`config.mk`:
```
export PLATFORM = sky130hd
export DESIGN_NAME = mustang_period_meter
export DESIGN_NICKNAME = d
export VERILOG_FILES = /design/src/rtl/mustang_period_meter.sv
export SDC_FILE = /design/constraint.sdc
export NUM_CORES = 1
export LEC_CHECK = 0
export BUFFER_PORTS_ARGS = -buffer_cell sky130_fd_sc_hd__buf_2
export CORE_UTILIZATION = 55
export DETAILED_ROUTE_END_ITERATION = 8
export PLACE_DENSITY = 0.76
export SLEW_MARGIN = 20
export SYNTH_ARGS = -nofsm -noshare
export SYNTH_HDL_FRONTEND = slang
export SYNTH_SLANG_ARGS = --single-unit
```
`constraint.sdc`:
```
create_clock -name CLK -period 4.1 [get_ports CLK]
set_clock_uncertainty 0.1 [all_clocks]
set_input_delay 0.41 -clock CLK [delete_from_list [all_inputs] [get_ports CLK]]
set_output_delay 0.41 -clock CLK [all_outputs]
set_load 0.05 [all_outputs]
```
`src/rtl/mustang_period_meter.sv`:
```
// mustang_period_meter: measures period and high time of a slow asynchronous
// square wave in CLK cycles, one valid strobe per completed period.
`default_nettype none

module mustang_period_meter #(
  parameter int WIDTH       = 24,
  parameter int SYNC_STAGES = 2
) (
  input  logic             CLK,
  input  logic             RST,
  input  logic             sig_in,
  input  logic             clr,
  output logic [WIDTH-1:0] period,
  output logic [WIDTH-1:0] high_time,
  output logic             valid,
  output logic             locked,
  output logic             overflow
);

  typedef enum logic [0:0] {
    IDLE    = 1'b0,
    MEASURE = 1'b1
  } state_t;

  localparam logic [WIDTH-1:0] CNT_MAX = '1;
  localparam logic [WIDTH-1:0] ONE     = WIDTH'(1);

  state_t               state, state_nxt;
  logic [SYNC_STAGES-1:0] sync;
  logic                 prev;
  logic                 s;
  logic                 rise;
  logic [WIDTH-1:0]     cnt, cnt_nxt;
  logic [WIDTH-1:0]     hcnt, hcnt_nxt;
  logic [WIDTH-1:0]     period_nxt, high_nxt;
  logic                 valid_nxt, locked_nxt, ovf_event;

  assign s    = sync[SYNC_STAGES-1];
  assign rise = s & ~prev;

  always_ff @(posedge CLK) begin
    if (RST) begin
      sync <= '0;
      prev <= 1'b0;
    end else begin
      sync <= {sync[SYNC_STAGES-2:0], sig_in};
      prev <= s;
    end
  end

  always_ff @(posedge CLK) begin
    if (RST) begin
      state     <= IDLE;
      cnt       <= '0;
      hcnt      <= '0;
      period    <= '0;
      high_time <= '0;
      valid     <= 1'b0;
      locked    <= 1'b0;
    end else begin
      state     <= state_nxt;
      cnt       <= cnt_nxt;
      hcnt      <= hcnt_nxt;
      period    <= period_nxt;
      high_time <= high_nxt;
      valid     <= valid_nxt;
      locked    <= locked_nxt;
    end
  end

  // A new overflow event takes precedence over a simultaneous clear.
  always_ff @(posedge CLK) begin
    if (RST)
      overflow <= 1'b0;
    else if (ovf_event)
      overflow <= 1'b1;
    else if (clr)
      overflow <= 1'b0;
  end

  always_comb begin
    state_nxt  = state;
    cnt_nxt    = cnt;
    hcnt_nxt   = hcnt;
    period_nxt = period;
    high_nxt   = high_time;
    valid_nxt  = 1'b0;
    locked_nxt = locked;
    ovf_event  = 1'b0;
    case (state)
      IDLE: begin
        if (rise) begin
          cnt_nxt   = ONE;
          hcnt_nxt  = ONE;
          state_nxt = MEASURE;
        end
      end
      MEASURE: begin
        if (rise) begin
          period_nxt = cnt;
          high_nxt   = hcnt;
          valid_nxt  = 1'b1;
          locked_nxt = 1'b1;
          cnt_nxt    = ONE;
          hcnt_nxt   = ONE;
        end else if (cnt == CNT_MAX) begin
          ovf_event  = 1'b1;
          locked_nxt = 1'b0;
          state_nxt  = IDLE;
          cnt_nxt    = '0;
          hcnt_nxt   = '0;
        end else begin
          cnt_nxt = cnt + ONE;
          if (s)
            hcnt_nxt = hcnt + ONE;
        end
      end
      default: state_nxt = IDLE;
    endcase
  end

endmodule

`default_nettype wire

```
==> results of run 1 <==
==> logic make-up after synthesis <==
| group | Yosys count |
|---|---|
| mux | 1 |
| fa+ha+maj | 2 |
| simple gates | 254 |
| xor+xnor | 5 |
| flops | 103 |
| compound gates | 146 |
| buf+inv | 46 |
==> per-layer routing <==
layer	GRT usage (%)	part of all wire [%]
met4	13.0	2.5
met5	0	0
met2	41.8	47
met1	31.2	45
met3	5.31	4.9
==> power by group through the flow <==
| stage | logic [mW] | clock network [mW] | registers, mW |
|---|---|---|---|
| floorplan | 0.0445 | 0 | 1.03 |
| global route | 0.0662 | 0.720 | 1.01 |
| detailed placement | 0.0595 | 0 | 1.03 |
| finish | 0.0609 | 0.658 | 1.01 |
| CTS | 0.0600 | 0.670 | 1.01 |
| global placement | 0.0591 | 0 | 1.03 |
==> critical path, delay by kind of cell (launching register included) <==
family | cells | cell delay (ns)
AND/OR/NAND/NOR | 3 | 1.46
AO/OA/AOI/OAI | 2 | 0.59
flip-flops | 1 | 0.41
adder cells (fa/ha/maj) | 1 | 0.26
==> cell usage after synthesis, types with 2 or more instances <==
| master | n | area [sq um] |
|---|---|---|
| nand2_1 | 126 | 473 |
| dfxtp_1 | 103 | 2060 |
| a21oi_1 | 78 | 390 |
| nand3_1 | 33 | 165 |
| clkbuf_1 | 26 | 97.6 |
| o21ai_0 | 22 | 110 |
| nand4_1 | 20 | 125 |
| nor2_1 | 20 | 75.1 |
| or4_1 | 11 | 82.6 |
| a31oi_1 | 10 | 62.6 |
| inv_1 | 10 | 37.5 |
| o31ai_1 | 9 | 67.6 |
| and4_1 | 8 | 70.1 |
| buf_2 | 6 | 30.0 |
| o311ai_0 | 6 | 52.6 |
| nor2b_1 | 5 | 31.3 |
| and2_1 | 4 | 25.0 |
| and3_1 | 4 | 25.0 |
| nand2b_1 | 4 | 25.0 |
| or3_1 | 4 | 25.0 |
| xor2_1 | 4 | 35.0 |
| a211oi_1 | 3 | 22.5 |
| nor3_1 | 3 | 15.0 |
| nor4_4 | 3 | 63.8 |
| a21o_1 | 2 | 15.0 |
| a41oi_1 | 2 | 17.5 |
| buf_1 | 2 | 7.51 |
| ha_1 | 2 | 25.0 |
| nor4_1 | 2 | 12.5 |
| o211ai_1 | 2 | 15.0 |
| o22ai_1 | 2 | 12.5 |
| or3b_2 | 2 | 17.5 |
==> registers in the layout, summed over array words and instances, names as in the netlist <==
register / flops
overflow: 1
locked: 1
hcnt: 24
cnt: 24
high_time: 24
valid: 1
state: 1
prev: 1
sync: 2
period: 24
==> area by class of cell <==
class / count / area, sq um
clock buffer: 9 / 124
clock inverter: 7 / 78.8
fill: 696 / 2820
inverter: 11 / 41.3
multi-input combinational: 408 / 2240
sequential: 103 / 2060
tap: 102 / 128
timing repair buffer: 60 / 315
==> through the flow <==
step / utilization, % / power, mW
2_1_floorplan: - / 1.08
3_3_place_gp: 61.2 / 1.09
3_5_place_dp: 61.3 / 1.09
4_1_cts: 63.9 / 1.74
5_1_grt: 63.9 / 1.80
6_report: 63.9 / 1.73
==> worst paths after layout <==
kind | startpoint | end | slack (ns) | depth (start not counted)
hold / removal | sig_in | sync[0] | 0.19 | 2
setup reg to reg | cnt[0] | hcnt[8] | 1.20 | 6
hold reg to reg | period[15] | period[15] | 0.36 | 2
setup / recovery | cnt[0] | hcnt[8] | 1.20 | 6
==> results.md, run 1 <==
- P_sw: roughly 0.42 mW
- Nets: approximately 600
- First-pass GRT wire length: about 17000 microns
- Root Buffer: clkbuf_8
- Die width: approximately 92 microns
- Clock Tree Buf Depth: 2
- PwrDens: 347 nW/um^2
- CTS tree: yes
- WL/cell: 14.6 microns
- Final Cycle Share: between 70 and 80%
- Required time worst endpoint: roughly 4.3 ns
- Slew Viols, Final: 0
- CP cell instances: ha_1 -> nand4_1 -> nor4_4 -> a21oi_2 -> or4b_1 -> a21oi_1
- Yosys warning count: 0
- Worst path slowest cell: nor4_4
- Setup ws final: approximately 1.2 ns
- Mux cell area share after synthesis: 0.224%
- Flops & latches, synth: 103
- DP Cell Count: slightly below 700
- Hold Violations, Final: 0
- Mapped Cells: 557
- Clock-pin slew on the worst setup and hold paths: ~0.10 ns
- Outcome: finished clean
- Top achievable clock speed: roughly 340 MHz
- Initial antenna violation count: 0
- Area after DPL: 4780 sq um
- HPWL after DPL: 6860 microns
- Final setup fails: 0
- Maximum VDD drop: 0.202 mV
- DRT iter0 DRCs: 260
- Via density: about 5.9
- Syn_nets: between 500 and 600
- Total wire length: 10200 microns
- Total number of vias: ~4.2k
- Most common cell after layout, fill and taps aside: nand2_1
- Synth async-reset ratio: 0%
- Die height: approximately 92 microns
- Comb power frac: 3.5%
- Leak Pwr: 1.78 nW
- Overall Global Routing Usage: approximately 25%
- Internal Pwr Total: 1.31 mW
- Rel. slew slack: 27.8%
- Setup_tns: 0 ns
- Layout cell share with drive strength beyond 1: 15.1%
- Overflow after GRT: 0
- Sink Count: 103
- Final Hold Slack: ~0.19 ns
- # diodes: 0
- Largest net degree at the start of global routing: just over 60
- Most frequent cells in the layout: 126 x nand2_1, 103 x dfxtp_1, 78 x a21oi_1, 54 x buf_2, 33 x nand3_1
- Post-Synth Simple-Gate Area: 28.7%
- Worst Path Max Fanout: 24
- Mapped Area: between 4000 and 5000 sq um
- Worst path max stage delay: slightly above 0.6 ns
- RSZ-0062 raised after global routing: no
- DRC Markers: 0
- Total CTS buffers: 9
- Clock Power Share: 38.1%
- Seq pwr share: between 50% and 60%
- Finished Layout Cells: 700
- Post-CTS setup buffer count: 0
- Worst Path Arrival: 3.10 ns
- H-tree level count: 3
- Remaining antenna violation count after routing: 0
- Post-Synth Adder-Cell Area: 0.560%
- IO Port Bufs: 54
- Pre-CTS WS: 1.28 ns
- Vias in the first global route: ~3.9k
- Core area: ~7800 sq um
- Switching part of the total: about a quarter
- Design area: about 5000 sq um
- Worst-margin pin slew: around 1.1 ns
- GPL Wtd Cong: 0.884
- Die Area: 8500 sq um
- Initial Util: a little under three fifths
- EDFF count, synth: 0
- Synth-to-layout area growth: 11.6%
- IO Pins: 55
- Crit end category: flip-flop
- Clk_lat worst skew: around 0.38 ns
- Detailed Routing Iterations Pass 1: 5
- Compound-Gate Fraction of Synth Area: around a fifth
- Hold Crit Class: in -> reg
- Max-Cap Viols: 0
- Largest family of logic cells by synthesized area: simple AND/OR/NAND/NOR gates
- Avg Inst Size Synth: ~8 sq um
- Post-CTS sizing: 0
- Netlist cell types: between 50 and 60
- Setup crit start kind: flip-flop
- Ys flop type: dfxtp_1
- Post-synthesis sequential area ratio: between 40 and 50%
- Synth Area in XOR/XNOR: less than 1%
- Crit path kind: reg -> reg
- # rows: 32
- Tmin final: around 2.9 ns
- Post-CTS Hold Buffers: 0
No activity file was read; power rests on OpenSTA's default activity.
==> run 2: changes to the inputs <==
Settings changed: CORE_UTILIZATION 55 to 52, PLACE_DENSITY 0.76 to 0.75.
Clock period 4.1 ns to 2.61 ns, I/O delays scaled along.
==> results.md, run 2 (synthesis results as in run 1) <==
- Outcome: finished clean
- CP cell instances: ha_1 -> nand4_1 -> or4_1 -> o211ai_2 -> a31o_2 -> a31oi_1
- H-tree level count: 3 (unchanged)
- Max-Cap Viols: 0 (unchanged)
- Synth-to-layout area growth: 14.0%
- PwrDens: 542 nW/um^2 (+56%)
- Worst path max stage delay: 0.53 ns (-0.09 ns)
- Total CTS buffers: 9 (unchanged)
- Vias in the first global route: 3779 (-1.8%)
- Slew Viols, Final: 0 (unchanged)
- Required time worst endpoint: 2.75 ns (-1.55 ns)
- Clk_lat worst skew: 0.37 ns (about the same)
- Total wire length: 10700 microns (+4.7%)
- Die width: 94.7 microns (+2.8%)
- Core area: 8260 sq um (+5.8%)
- DRC Markers: 0 (unchanged)
- Hold path cells: 2 (unchanged)
- Post-CTS sizing: 0 (unchanged)
- Die Area: 8970 sq um (+5.6%)
- # diodes: 0 (unchanged)
- Pre-CTS WS: 0.252 ns (-1.03 ns)
- Detailed Routing Iterations Pass 1: 4 (-1)
- HPWL after DPL: 7190 microns (+4.8%)
- Worst-margin pin slew: 0.868 ns (-0.211 ns)
- Tmin final: 2.36 ns (-0.541 ns)
- Overflow after GRT: 0 (unchanged)
- Worst path slowest cell: or4_1
- Worst Path Max Fanout: 9 (-63%)
- Overall Global Routing Usage: 25.6% (+0.22 points)
- Maximum VDD drop: 0.319 mV (+58%)
- Sink Count: 103 (unchanged)
- Worst r2r path cells: 6 (unchanged)
- Crit path kind: reg -> reg
- IO Pins: 55 (unchanged)
- DRT iter0 DRCs: 201 (-23%)
- Post-CTS Hold Buffers: 0 (unchanged)
- Filler cells: 792 (+14%)
- First-pass GRT wire length: 17900 microns (+3.2%)
- Root Buffer: clkbuf_8
- Most common cell after layout, fill and taps aside: nand2_1
- Final Cycle Share: 90.5% (+20 points)
- Most frequent cells in the layout: 126 x nand2_1, 103 x dfxtp_1, 78 x a21oi_1, 54 x buf_2, 33 x nand3_1
- Hold Violations, Final: 0 (unchanged)
- IO Port Bufs: 54 (unchanged)
- Crit end category: flip-flop
- RSZ-0062 raised after global routing: no
- Most crowded layer after global routing: met2
- Hold Crit Class: in -> reg
- CTS tree: yes
- Clock Tree Buf Depth: 2 (unchanged)
- Remaining antenna violation count after routing: 0 (unchanged)
- Setup crit start kind: flip-flop
- Leak Pwr: 1.84 nW (+3.6%)
- Storage cell area: 2060 sq um (unchanged)
- Top achievable clock speed: 423 MHz (+23%)
- # rows: 33 (+3.1%)
- M3 GR Usage: 4.43% (-0.88 points)
- Total number of vias: 4202 (+1.2%)
- Largest net degree at the start of global routing: 57 (-8.1%)
- Layout cell share with drive strength beyond 1: 16.7% (+1.6 points)
- GR Layer Usage met1: 31.3% (+0.094 points)
- Post-CTS setup buffer count: 0 (unchanged)
- Setup ws final: 0.248 ns (-0.949 ns)
- Die height: 94.7 microns (+2.8%)
- Clock-pin slew on the worst setup and hold paths: 0.10 ns (about the same)
- WL/cell: 15.0 microns (+2.4%)
- Final Hold Slack: 0.0162 ns (-0.172 ns)
- Nets: 612 (+2.2%)
- Initial antenna violation count: 0 (unchanged)
- Via density: 5.87 (-1.1%)
- Met2 usage: 43.2% (+1.4 points)
- Area of the multi-input gates: 2230 sq um (-0.22%)
- Rel. slew slack: 42.1% (+14 points)
- GPL Wtd Cong: 0.870 (-1.6%)
- Worst Path Arrival: 2.50 ns (-0.60 ns)
- Setup_tns: 0 ns (unchanged)
- Initial Util: 54.2% (-3.1 points)
- Final setup fails: 0 (unchanged)
## run 2: changes by cell type in the layout (fill, tap and decap cells not counted)
cell	before	now
a211oi_1	2	3
a211oi_2	1	0
buf_4	6	19
clkbuf_8	9	12
clkinv_2	1	0
clkinv_4	2	0
clkinvlp_4	0	3
inv_6	3	0
## run 2: layout make-up
| type | instances | area share (%) |
|---|---|---|
| clock buffer | 12 | 3.24 |
| inverter | 11 | 0.810 |
| sequential | 103 | 40.4 |
| tap | 105 | 2.58 |
| timing repair buffer | 73 | 8.10 |
| clock inverter | 4 | 1.03 |
| multi-input combinational | 408 | 43.8 |
## run 2: worst max-delay path, delay by kind of cell, from the launching register on
family / cells / cell delay, ns
DFF: 1 / 0.41
and+or+nand+nor: 2 / 0.77
adders and majority gates: 1 / 0.25
AOI/OAI and AO/OA: 3 / 0.70
## run 2: final timing paths
check	startpoint	end	slack (ns)
max	cnt[0]	cnt[23]	0.25
min	sig_in	sync[0]	0.02
max reg2reg	cnt[0]	cnt[23]	0.25
min reg2reg	high_time[14]	high_time[14]	0.35
## run 2: where the power goes
part	switching (mW)	internal (mW)
Sequential	0.00679	1.58
Clock	0.552	0.522
Combinational	0.0790	0.0255
Total	0.638	2.12
## run 2: per-stage QoR
step	std cells	total power [mW]	util, %	cell area [sq um]
after global routing	716	2.85	61.8	5100
after CTS	716	2.78	61.7	5100
after global placement	700	1.72	59.1	4880
final	716	2.76	61.8	5100
after floorplan	557	1.69	-	4470
after detailed placement	700	1.72	59.1	4880
## run 2: per-layer routing
| metal | vias up | wire [microns] |
|---|---|---|
| met5 | - | 0 |
| met4 | 0 | 260 |
| met3 | 22 | 382 |
| met2 | 102 | 5190 |
| met1 | 1980 | 4890 |
| li1 | 2098 | - |
==> run 3: changes to the inputs <==
Clock period 2.61 ns to 2.1 ns, I/O delays scaled along.
==> results.md, run 3 (synthesis results as in run 1) <==
- Clk_lat worst skew: 0.37 ns (about the same)
- Met1 wire length: 5230 microns (+6.9%)
- Overall Global Routing Usage: 27.4% (+1.8 points)
- WL met3: 569 microns (+49%)
- Via density: 5.82 (-0.82%)
- HPWL after DPL: 8300 microns (+15%)
- Met2 routed WL: 6050 microns (+17%)
- Max-Cap Viols: 0 (unchanged)
- Clock Power Share: 36.4% (-2.5 points)
- IO Pins: 55 (unchanged)
- Hold Crit Class: in -> reg
- DRT iter0 DRCs: 285 (+42%)
- Largest net degree at the start of global routing: 39 (-32%)
- Crit end category: flip-flop
- Vias in the first global route: 4142 (+9.6%)
- Tmin final: 2.17 ns (-0.187 ns)
- PwrDens: 591 nW/um^2 (+9.1%)
- Most frequent cells in the layout: 125 x nand2_1, 101 x dfxtp_1, 76 x a21oi_1, 74 x buf_4, 54 x buf_2
- GPL Wtd Cong: 0.918 (+5.5%)
- Most common cell after layout, fill and taps aside: nand2_1
- Required time worst endpoint: 2.30 ns (-0.45 ns)
- Maximum VDD drop: 0.299 mV (-6.3%)
- Setup_tns: -0.682 ns (-0.682 ns)
- Hold Violations, Final: 0 (unchanged)
- Die Area: 8970 sq um (unchanged)
- Switching part of the total: 23.9% (+0.75 points)
- Total CTS buffers: 9 (unchanged)
- # diodes: 0 (unchanged)
- Seq pwr share: 58.2% (+0.9 points)
- Detailed Routing Iterations Pass 1: 5 (+1)
- Synth-to-layout area growth: 28.0%
- Initial Util: 54.2% (unchanged)
- Comb power frac: 5.4% (+1.6 points)
- Initial antenna violation count: 0 (unchanged)
- Final setup fails: 14 (+14)
- Root Buffer: clkbuf_8
- Core area: 8260 sq um (unchanged)
- Finished Layout Cells: 780 (+8.9%)
- Die width: 94.7 microns (unchanged)
- CTS tree: yes
- Failing checks: setup timing
- Worst-margin pin slew: 0.524 ns (-0.344 ns)
- WL/cell: 15.6 microns (+3.9%)
- Max Used Layer: met4
- Internal Pwr Total: 2.57 mW (+21%)
- Worst Path Max Fanout: 9 (unchanged)
- CP cell instances: ha_4 -> nand4_1 -> nor4_4 -> a21oi_4 -> buf_12 -> or4b_1 -> a21oi_1
- Rel. slew slack: 64.7% (+23 points)
- RSZ-0062 raised after global routing: yes
- H-tree level count: 3 (unchanged)
- DP Cell Count: 754 (+7.7%)
- Slew Viols, Final: 0 (unchanged)
- Setup ws final: -0.0743 ns (-0.323 ns)
- P_sw: 0.806 mW (+26%)
- Final core occ: 69.3% (+7.5 points)
- Worst path max stage delay: 0.51 ns (-0.02 ns)
- Final Cycle Share: 104% (+13 points)
- Crit path kind: reg -> reg
- Remaining antenna violation count after routing: 0 (unchanged)
- Total number of vias: 4540 (+8.0%)
- Sink Count: 103 (unchanged)
- Die height: 94.7 microns (unchanged)
- Clock Tree Buf Depth: 2 (unchanged)
- # rows: 33 (unchanged)
- IO Port Bufs: 54 (unchanged)
- Leak Pwr: 2.20 nW (+20%)
- Worst path slowest cell: or4b_1
- Overflow after GRT: 0 (unchanged)
- Nets: 677 (+11%)
- First-pass GRT wire length: 19300 microns (+7.7%)
- Top achievable clock speed: 460 MHz (+8.6%)
- Overall Power: 3.38 mW (+22%)
- DRC Markers: 0 (unchanged)
- Total wire length: 12100 microns (+13%)
- Clock-pin slew on the worst setup and hold paths: 0.10 ns (about the same)
- Layout cell share with drive strength beyond 1: 26.5% (+9.8 points)
- Worst Path Arrival: 2.38 ns (-0.12 ns)
- Outcome: complete, but fails checks
- Filler cells: 712 (-10%)
- Setup crit start kind: flip-flop
run 3: changes by cell type in the layout (fill, tap and decap cells not counted), moves of 3 or more:
| cell | previous run | this run |
|---|---|---|
| buf_4 | 19 | 74 |
| buf_6 | 0 | 6 |
| o21ai_0 | 22 | 17 |
| o21ai_1 | 0 | 4 |
| buf_12 | 0 | 3 |
| clkbuf_8 | 12 | 9 |
run 3: cell type report:
class | count | area, sq um | share of cell area (%)
inverters | 11 | 45.0 | 0.787
clock inverters | 5 | 58.8 | 1.03
well taps | 105 | 131 | 2.30
multi-input cells | 408 | 2330 | 40.8
clock buffers | 10 | 128 | 2.23
repair buffers | 138 | 963 | 16.8
flip-flops and latches | 103 | 2060 | 36.1
run 3: power groups by stage:
stage	clock network [mW]	registers [mW]	logic, mW
floorplan	0	2.01	0.0869
global placement	0	2.01	0.158
detailed placement	0	2.01	0.159
CTS	1.25	1.96	0.163
global route	1.33	1.97	0.197
finish	1.23	1.97	0.183
run 3: routing by layer:
metal	up-vias	global-route usage [%]
li1	2219	-
met1	2137	32.8
met2	154	48.6
met3	30	4.59
met4	0	11.1
met5	-	0
run 3: what timing repair did:
item | 4_1_cts | 5_1_grt
resized for setup | 3 | 31
hold endpoints to repair | 1 | 0
hold buffers | 1 | 0
pin swaps | 1 | 14
setup buffers | 1 | 9
setup endpoints to repair | 16 | 38
run 3: final timing paths:
check	start	end	slack (ns)	depth (start not counted)
hold reg to reg	high_time[6]	high_time[6]	0.35	2
setup / recovery	cnt[0]	hcnt[8]	-0.07	7
hold / removal	clr	overflow	0.05	4
setup reg to reg	cnt[0]	hcnt[8]	-0.07	7
run 3: metrics by stage:
stage          area (sq um)  worst slack [ns]  hold slack (ns)
2_1_floorplan          4470            0.0328            0.238
3_3_place_gp           5310          -0.00526            0.325
3_5_place_dp           5310            -0.102            0.336
4_1_cts                5530           0.00534           0.0356
5_1_grt                5720            -0.167           0.0695
6_report               5720           -0.0743           0.0517
run 3: critical path: cells and delay by family, from the launching register on:
kind | cells | cell delay [ns]
AND/OR/NAND/NOR | 3 | 1.11
flip-flops | 1 | 0.36
AO/OA/AOI/OAI | 2 | 0.25
buffers and inverters | 1 | 0.16
adder cells (fa/ha/maj) | 1 | 0.14
